<file path="src/rtl/mem_ram.sv">
// Single-port synchronous RAM slave with a valid/ready request handshake.
// One read or write per accepted cycle; async active-high reset clears all storage.
module mem_ram #(
    parameter int unsigned WIDTH  = 16,
    parameter int unsigned DEPTH  = 16,
    parameter int unsigned ADDR_W = $clog2(DEPTH)
) (
    input  logic              clk,
    input  logic              res,
    input  logic              wr_rd,
    input  logic [ADDR_W-1:0] addr,
    input  logic [WIDTH-1:0]  wdata,
    input  logic              valid,
    output logic [WIDTH-1:0]  rdata,
    output logic              ready
);

    logic [WIDTH-1:0] mem [DEPTH];

    // A held request is re-sampled each edge; rewriting identical data keeps it idempotent.
    always_ff @(posedge clk or posedge res) begin
        if (res) begin
            for (int unsigned i = 0; i < DEPTH; i++) begin
                mem[i] <= '0;
            end
            ready <= 1'b0;
            rdata <= '0;
        end else begin
            ready <= valid;
            if (valid) begin
                if (wr_rd) begin
                    mem[addr] <= wdata;
                end else begin
                    rdata <= mem[addr];
                end
            end
        end
    end

    // Protocol checks on the master-facing pins; ignored by synthesis.
    a_valid_held: assert property (@(posedge clk) disable iff (res)
        (valid && !ready) |=> valid)
        else $error("mem_ram: valid dropped before ready");

    a_req_stable: assert property (@(posedge clk) disable iff (res)
        (valid && !ready) |=> ($stable(wr_rd) && $stable(addr) && $stable(wdata)))
        else $error("mem_ram: request changed while waiting for ready");

    a_ctrl_known: assert property (@(posedge clk) disable iff (res)
        valid |-> !$isunknown({wr_rd, addr}))
        else $error("mem_ram: wr_rd/addr unknown while valid");

    a_wdata_known: assert property (@(posedge clk) disable iff (res)
        (valid && wr_rd) |-> !$isunknown(wdata))
        else $error("mem_ram: wdata unknown on write");

    a_ready_in_reset: assert property (@(posedge clk)
        res |-> !ready)
        else $error("mem_ram: ready high during reset");

    a_ready_after_reset: assert property (@(posedge clk)
        $fell(res) |-> !ready)
        else $error("mem_ram: ready high right after reset release");

    a_ready_needs_valid: assert property (@(posedge clk) disable iff (res)
        !valid |=> !ready)
        else $error("mem_ram: ready without prior valid");

endmodule

</file>
<file path="config.mk">
export PLATFORM = sky130hd
export DESIGN_NAME = mem_ram
export DESIGN_NICKNAME = d
export VERILOG_FILES = /design/src/rtl/mem_ram.sv
export SDC_FILE = /design/constraint.sdc
export NUM_CORES = 1
export LEC_CHECK = 0
export CORE_MARGIN = 4
export CORE_UTILIZATION = 40
export DETAILED_ROUTE_END_ITERATION = 8
export PLACE_DENSITY = 0.67
export SLEW_MARGIN = 30
export SYNTH_ARGS = -nofsm -noshare
export SYNTH_HDL_FRONTEND = slang
export SYNTH_SLANG_ARGS = --single-unit
</file>
<file path="constraint.sdc">
create_clock -name clk -period 13.81 [get_ports clk]
set_input_delay 2.0715 -clock clk [delete_from_list [all_inputs] [get_ports clk]]
set_output_delay 2.0715 -clock clk [all_outputs]
set_load 0.02 [all_outputs]
</file>
# After elaboration in Yosys (flattened, before gate mapping)
# Index checks and enable logic that the tools add are counted.
# W data, S select, Z words.
# op_classes
addsub	0
n_mul	0
n_div	0
magnitude_cmp	2
eq_ne	0
shift	0
n_mux	6
n_bitwise	2
reduce_logical	3
# op_table
operator	n
$bwmux W256	1
$bmux W16 S4	1
$demux W16 S4	1
$mux W16	3
$ge A5 B5 Y1 const B	1
$lt A5 B1 Y1 const B	1
$not A4 Y5	1
$reduce_and A2 Y1	2
$logic_and A1 B1 Y1	1
$not A1 Y1	1
# totals
reg_bits	273
latch_bits	0
ram_bits	0
romBits	0
input_bits	24
out_inout_bits	17
memories	0

# Depth between registers and ports, before layout
# Gate-level depths: netlist of run 1.
# depth
ltp_word	6
depth_mapped	7

# Least setup slack after synthesis of run 1
# Ideal clock, no wire load.
# synth_timing
path_type	input -> register
from	in addr[0]
to	reg mem[32] in the netlist's numbering
arrival_time_ps	3395
t_required_ps	13685
slack_ps	10290
path_stages	7
n_path_buf	3
path_cell_list	buf_4 -> nor2b_1 -> buf_4 -> nand3_2 -> nor2_2 -> buf_4 -> mux2_2
# synth_via
elab_chain_len	6
elab_cells_between_ends	7
# synth_lines
element	line	text
start: declaration	11	input logic [ADDR_W-1:0] addr,
$not A4 Y5 (not written as such) *	32	mem[addr] <= wdata;
$ge A5 B5 Y1 (not written as such) or $lt A5 B1 Y1 (tied branches)	32	
$logic_and A1 B1 Y1 (not written as such)	32	
$mux W16 (not written as such)	32	
$demux W16 S4 *	32	
$bwmux W256 *	32	
end signal: indexed assignment	32	
end: declaration	18	logic [WIDTH-1:0] mem [DEPTH];
# Every way passes the cells marked *; elsewhere a longest branch is shown, timed or not.
# A chain may end at the register's enable or synchronous reset.

# Worst setup path after layout of run 1
# layout_timing
from	in addr[1]
to	reg mem[143] in the netlist's numbering
# The elaborated chain is that of the path after synthesis.

==> results of run 1 <==
[final timing paths]
kind / cells after the start / endpoint / slack [ns]
setup / recovery: 5 / mem[143] / 9.50
hold / removal: 1 / mem[181] / 0.50
setup reg to reg: 3 / rdata[3] / 12.29
hold reg to reg: 1 / mem[181] / 0.50
max in group asynchronous: 3 / mem[214] / 10.43
min in group asynchronous: 2 / mem[249] / 2.10
[power groups by stage]
| stage | registers [mW] | clock network (mW) | logic, mW |
|---|---|---|---|
| after floorplan | 1.03 | 0 | 0.251 |
| after global routing | 1.05 | 0.894 | 0.364 |
| after global placement | 1.04 | 0 | 0.325 |
| after detailed placement | 1.04 | 0 | 0.334 |
| after CTS | 1.03 | 0.861 | 0.336 |
| final | 1.03 | 0.846 | 0.333 |
[cell families (layout without fill, tap and decap cells)]
logic type / after synthesis / after routing / share of synthesized area, %
AO/OA/AOI/OAI: 80 / 80 / 4.195
buffers and inverters: 70 / 108 / 3.166
flip-flops: 273 / 273 / 55.06
multiplexers: 368 / 368 / 34.49
AND/OR/NAND/NOR: 65 / 65 / 3.096
[registers in the layout, summed over array words and instances, names as in the netlist]
name   count
ready      1
mem      256
rdata     16
[layout by cell type, fill, tap and decap left out, types with 3 or more instances in the layout]
| cell type | instances |
|---|---|
| dfrtp_1 | 273 |
| mux2_2 | 235 |
| mux2i_1 | 96 |
| clkdlybuf4s50_1 | 36 |
| nor2_1 | 33 |
| o22ai_1 | 32 |
| clkbuf_16 | 31 |
| mux2_4 | 20 |
| mux4_2 | 16 |
| a221oi_1 | 16 |
| o21ai_0 | 16 |
| a31oi_1 | 16 |
| buf_4 | 12 |
| clkbuf_1 | 9 |
| nor2_4 | 6 |
| bufinv_16 | 5 |
| clkbuf_8 | 5 |
| clkinv_2 | 4 |
| nor2_2 | 3 |
| nand4_2 | 3 |
| buf_2 | 3 |
[per-layer routing]
| layer | vias up | global-route usage [%] | part of all wire (%) |
|---|---|---|---|
| met5 | - | 0 | 0 |
| met1 | 3807 | 23.75 | 46 |
| met2 | 120 | 27.61 | 47 |
| li1 | 3198 | - | - |
| met4 | 0 | 5.649 | 3.2 |
| met3 | 50 | 2.566 | 3.5 |
[final cells by class]
class | count | area [sq um]
fillers | 2706 | 16490
flip-flops and latches | 273 | 6832
multi-input cells | 513 | 5219
clock buffers | 45 | 878.3
well taps | 396 | 495.5
repair buffers | 53 | 491.7
clock inverters | 9 | 170.2
inverters | 1 | 16.27
==> reports/qor.yml, run 1 <==
status: "finished clean"
crit_start: "addr[1]"
die_y_um: 184.1
route.detailed.drc: 0
grt_max_degree: 142
combPwrFrac_pct: 15.1
hold_ws_ns: 0.5009
die_w_um: 184.1
vias: 7175
synthFlopType: "dfrtp_1"
grt_util_all_layers_pct: 17.06
setup_viol: 0
netSwitchingFraction_pct: 24.26
synth_edf_count: 0
p_total_mw: 2.208
critPathMaxStageDelay_ns: 0.78
required_ns: 14.24
min_from: "mem[181]"
synthTopCellsByCount: "273 x dfrtp_1, 235 x mux2_2, 96 x mux2i_1, 33 x nor2_1, 32 x o22ai_1"
critPathMaxFanout: 40
max_freq_mhz: 232.0
cts_resized: 0
via_per_inst: 5.562
drive_gt1_share_pct: 39.71
drt_pre_antenna_iters: 5
setup.worst_path.class: "in -> reg"
slew_headroom_pct: 32.18
maxCapViolCount: 0
cp_top_family: "simple AND/OR/NAND/NOR gates"
place_ws_ns: 8.661
ys_seq_area_share_pct: 55.06
ys.warnings.count: 0
power_frac_seq_pct: 46.6
area_delta_synth_final_pct: 13.65
crit-reg2reg-launch: "mem[147]"
io_pins: 41
hold_path.class: "reg -> reg"
total_leakage_power_nw: 6.375
cts_tree: "built"
post_cts_buffers: 0
cts_hold_buf: 0
stdcell_count: 1290
diodes: 0
finalHoldViolCount: 0
htree_levels: 1
final_area_sq_um: 14100
place_inst: 1236
synth_top_area_cell: "dfrtp_1"
p_sw_uw: 535.8
cts.sink_count: 273
final.setup.worst_slack_ns: 9.500
postSynthAreaPerCell_sq_um: 14.50
pwr-share-clk_pct: 38.3
rows: 64
worst_setup_path_end_kind: "register"
min_period_over_period_pct: 31.21
slowest_stage: "and2_1"
crit_chain: "buf_4 > and2_1 > nand3_2 > nor2_4 > mux2_2"
gp_congestion: 0.7676
vdd_ir_drop_max_mv: 0.09951
yosysMostFrequentCell: "dfrtp_1"
synth.cell_area_sq_um: 12410
fin_nets: 896
clockBufferDepth: 3
syn_inst: 856
min_period_ns: 4.310
start_util_pct: 40.56
synthTopCellsByArea: "dfrtp_1 55%, mux2_2 21%, mux2i_1 7.7%"
root_buffer: "clkbuf_16"
clkTransAtPathRegs_ns: 0.06
crit_buf_inv: 1
antenna_found_initial: 0
async_flop_share_pct: 100.0
worst_slew_pin_slew_ns: 1.014
final_antenna_net_count: 0
fin_skew_ns: 0.008096
syn-num-nets: 880
crit_arrival_ns: 4.74
cts_made_buffers: 30
postPlaceCellArea_sq_um: 13040
startpoint_type: "primary input"
synth.distinct_cells: 30
maxSlewViolCount: 0
intPower_mw: 1.672
insertion_delay_ns: 0.55
grt_pass1_vias: 7499
gr-total-overflow: 0
wl_per_cell_um: 22.35
netlist.area_leader.share_pct: 55.06
synth-seq-cells: 273
routed_wl_um: 28840
core_area_sq_um: 30590
numPortBuffers: 40
grt_pass1_wl_um: 45270
rsz0062_at_grt: "false"
power_density_nw_per_um2: 156.6
hpwl_um: 17120
drt_iter0_markers: 468
die-area_sq_um: 33900
setup_tns_ns: 0
final_util_pct: 46.10
Note: power is estimated with default switching activity, not from simulation.
==> inputs of run 2 (changes only) <==
clock period = 4.2 ns   (was 13.81 ns; I/O delays follow)
==> reports/qor.yml, run 2 (synthesized netlist as in run 1, its figures left out) <==
cts.sink_count: 273  # unchanged
via_per_inst: 5.520  # -0.75%
diodes: 0  # unchanged
area_delta_synth_final_pct: 13.23
use_met3_pct: 2.467  # -0.099 points
most-common-layout-cells: "273 x dfrtp_1, 235 x mux2_2, 96 x mux2i_1, 38 x clkdlybuf4s50_1, 33 x nor2_1"
startpoint_type: "primary input"
met1_usage_pct: 25.74  # +2.0 points
gp_congestion: 0.8254  # +7.5%
r2r_slack_ns: 2.70  # -9.59 ns
power_density_nw_per_um2: 486.3  # +210%
hpwl_um: 18680  # +9.1%
post_cts_buffers: 0  # unchanged
htree_levels: 1  # unchanged
use_met2_pct: 27.37  # -0.23 points
slew_headroom_pct: 44.84  # +13 points
clkTransAtPathRegs_ns: 0.06  # about the same
hold_ws_ns: 0.4756  # -0.02534 ns
fin_skew_ns: 0.009562  # +0.001465 ns
status: "finished clean"
crit-reg2reg-launch: "mem[150]"
rsz0062_at_grt: "false"
grt_pass1_vias: 7478  # -0.28%
min_period_over_period_pct: 60.70
io_pins: 41  # unchanged
fin_nets: 911  # +1.7%
rr_worst_depth: 3  # unchanged
cts_resized: 0  # unchanged
antenna_found_initial: 0  # unchanged
r2r-end: "rdata[6]"
maxCapViolCount: 0  # unchanged
die_y_um: 184.1  # unchanged
insertion_delay_ns: 0.53  # -0.02 ns
drt_pre_antenna_iters: 4  # -1
cts_hold_buf: 0  # unchanged
setup.worst_path.class: "in -> reg"
total_leakage_power_nw: 6.371  # about the same
die_w_um: 184.1  # unchanged
busiest_layer: "met2"
clockBufferDepth: 3  # unchanged
route.detailed.drc: 0  # unchanged
min_period_ns: 2.549
finalHoldViolCount: 0  # unchanged
crit_start: "addr[3]"
required_ns: 4.61  # -9.63 ns
cts_tree: "built"
rows: 64  # unchanged
max_freq_mhz: 392.3
setup_viol: 0  # unchanged
reg_top3: "mem x256, rdata x16, ready x1"
gr-total-overflow: 0  # unchanged
grt_max_degree: 60  # -58%
wl_per_cell_um: 22.12  # -1.0%
maxSlewViolCount: 0  # unchanged
numPortBuffers: 40  # unchanged
worst_slew_pin_slew_ns: 0.8255  # -0.1888 ns
vias: 7165  # -0.14%
core_area_sq_um: 30590  # unchanged
grt_pass1_wl_um: 46000  # +1.6%
critPathMaxFanout: 16  # -60%
grt_util_all_layers_pct: 17.19  # +0.13 points
layout_commonest_cell: "dfrtp_1"
cts_made_buffers: 29  # -3.3%
regMostFlops: "mem"
vdd_ir_drop_max_mv: 0.3395  # +240%
routed_wl_um: 28710  # -0.43%
die-area_sq_um: 33900  # unchanged
start_util_pct: 40.56  # unchanged
drt_iter0_markers: 451  # -3.6%
setup_tns_ns: 0  # unchanged
hold_path.class: "in -> async"
worst_setup_path_end_kind: "register"
root_buffer: "clkbuf_16"
final_antenna_net_count: 0  # unchanged
largest_reg_flops: 256  # unchanged
drive_gt1_share_pct: 40.47  # +0.76 points
crit_arrival_ns: 2.96  # -1.78 ns
run 2: critical path, cell delays in order:
cell	delay [ns]
clkdlybuf4s50_1	0.70
nand2b_4	0.30
or4_2	0.91
mux2_4	0.40
run 2: layer usage:
| layer | routed length, um | vias up |
|---|---|---|
| li1 | - | 3198 |
| met1 | 13280 | 3799 |
| met2 | 13630 | 133 |
| met3 | 1420 | 35 |
| met4 | 388 | 0 |
| met5 | 0 | - |
run 2: final cells by class:
| type | instances | area (sq um) |
|---|---|---|
| clock buffers | 40 | 817.0 |
| repair buffers | 69 | 673.1 |
| clock inverters | 6 | 36.28 |
| well taps | 396 | 495.5 |
| fillers | 2746 | 16540 |
| multi-input cells | 513 | 5189 |
| inverters | 1 | 7.507 |
| flip-flops and latches | 273 | 6832 |
run 2: worst max path at each step:
stage	endpoint	slack, ns	cells after the start
final	mem[180]	1.65	4
after CTS	mem[177]	1.61	4
after floorplan	mem[0]	-0.04	1
after detailed placement	mem[177]	1.05	4
after global routing	mem[231]	1.54	5
after global placement	mem[115]	1.08	4
run 2: through the flow:
stage                     power [mW]  util (%)  cell area [sq um]  worst slack [ns]  instances
after global placement         4.514     43.07              13170             1.079       1251
after CTS                      6.906     45.93              14050             1.605       1298
after detailed placement       4.568     43.14              13200             1.049       1252
after floorplan                4.210         -              12410          -0.03940        856
final                          6.833     45.93              14050             1.651       1298
after global routing           7.159     45.93              14050             1.537       1298
run 2: power by group:
group	leakage (nW)	internal [mW]	total (mW)	switching [mW]
Clock	0.420	1.34	2.32	0.986
Combinational	2.48	0.638	1.12	0.477
Sequential	3.47	3.14	3.39	0.257
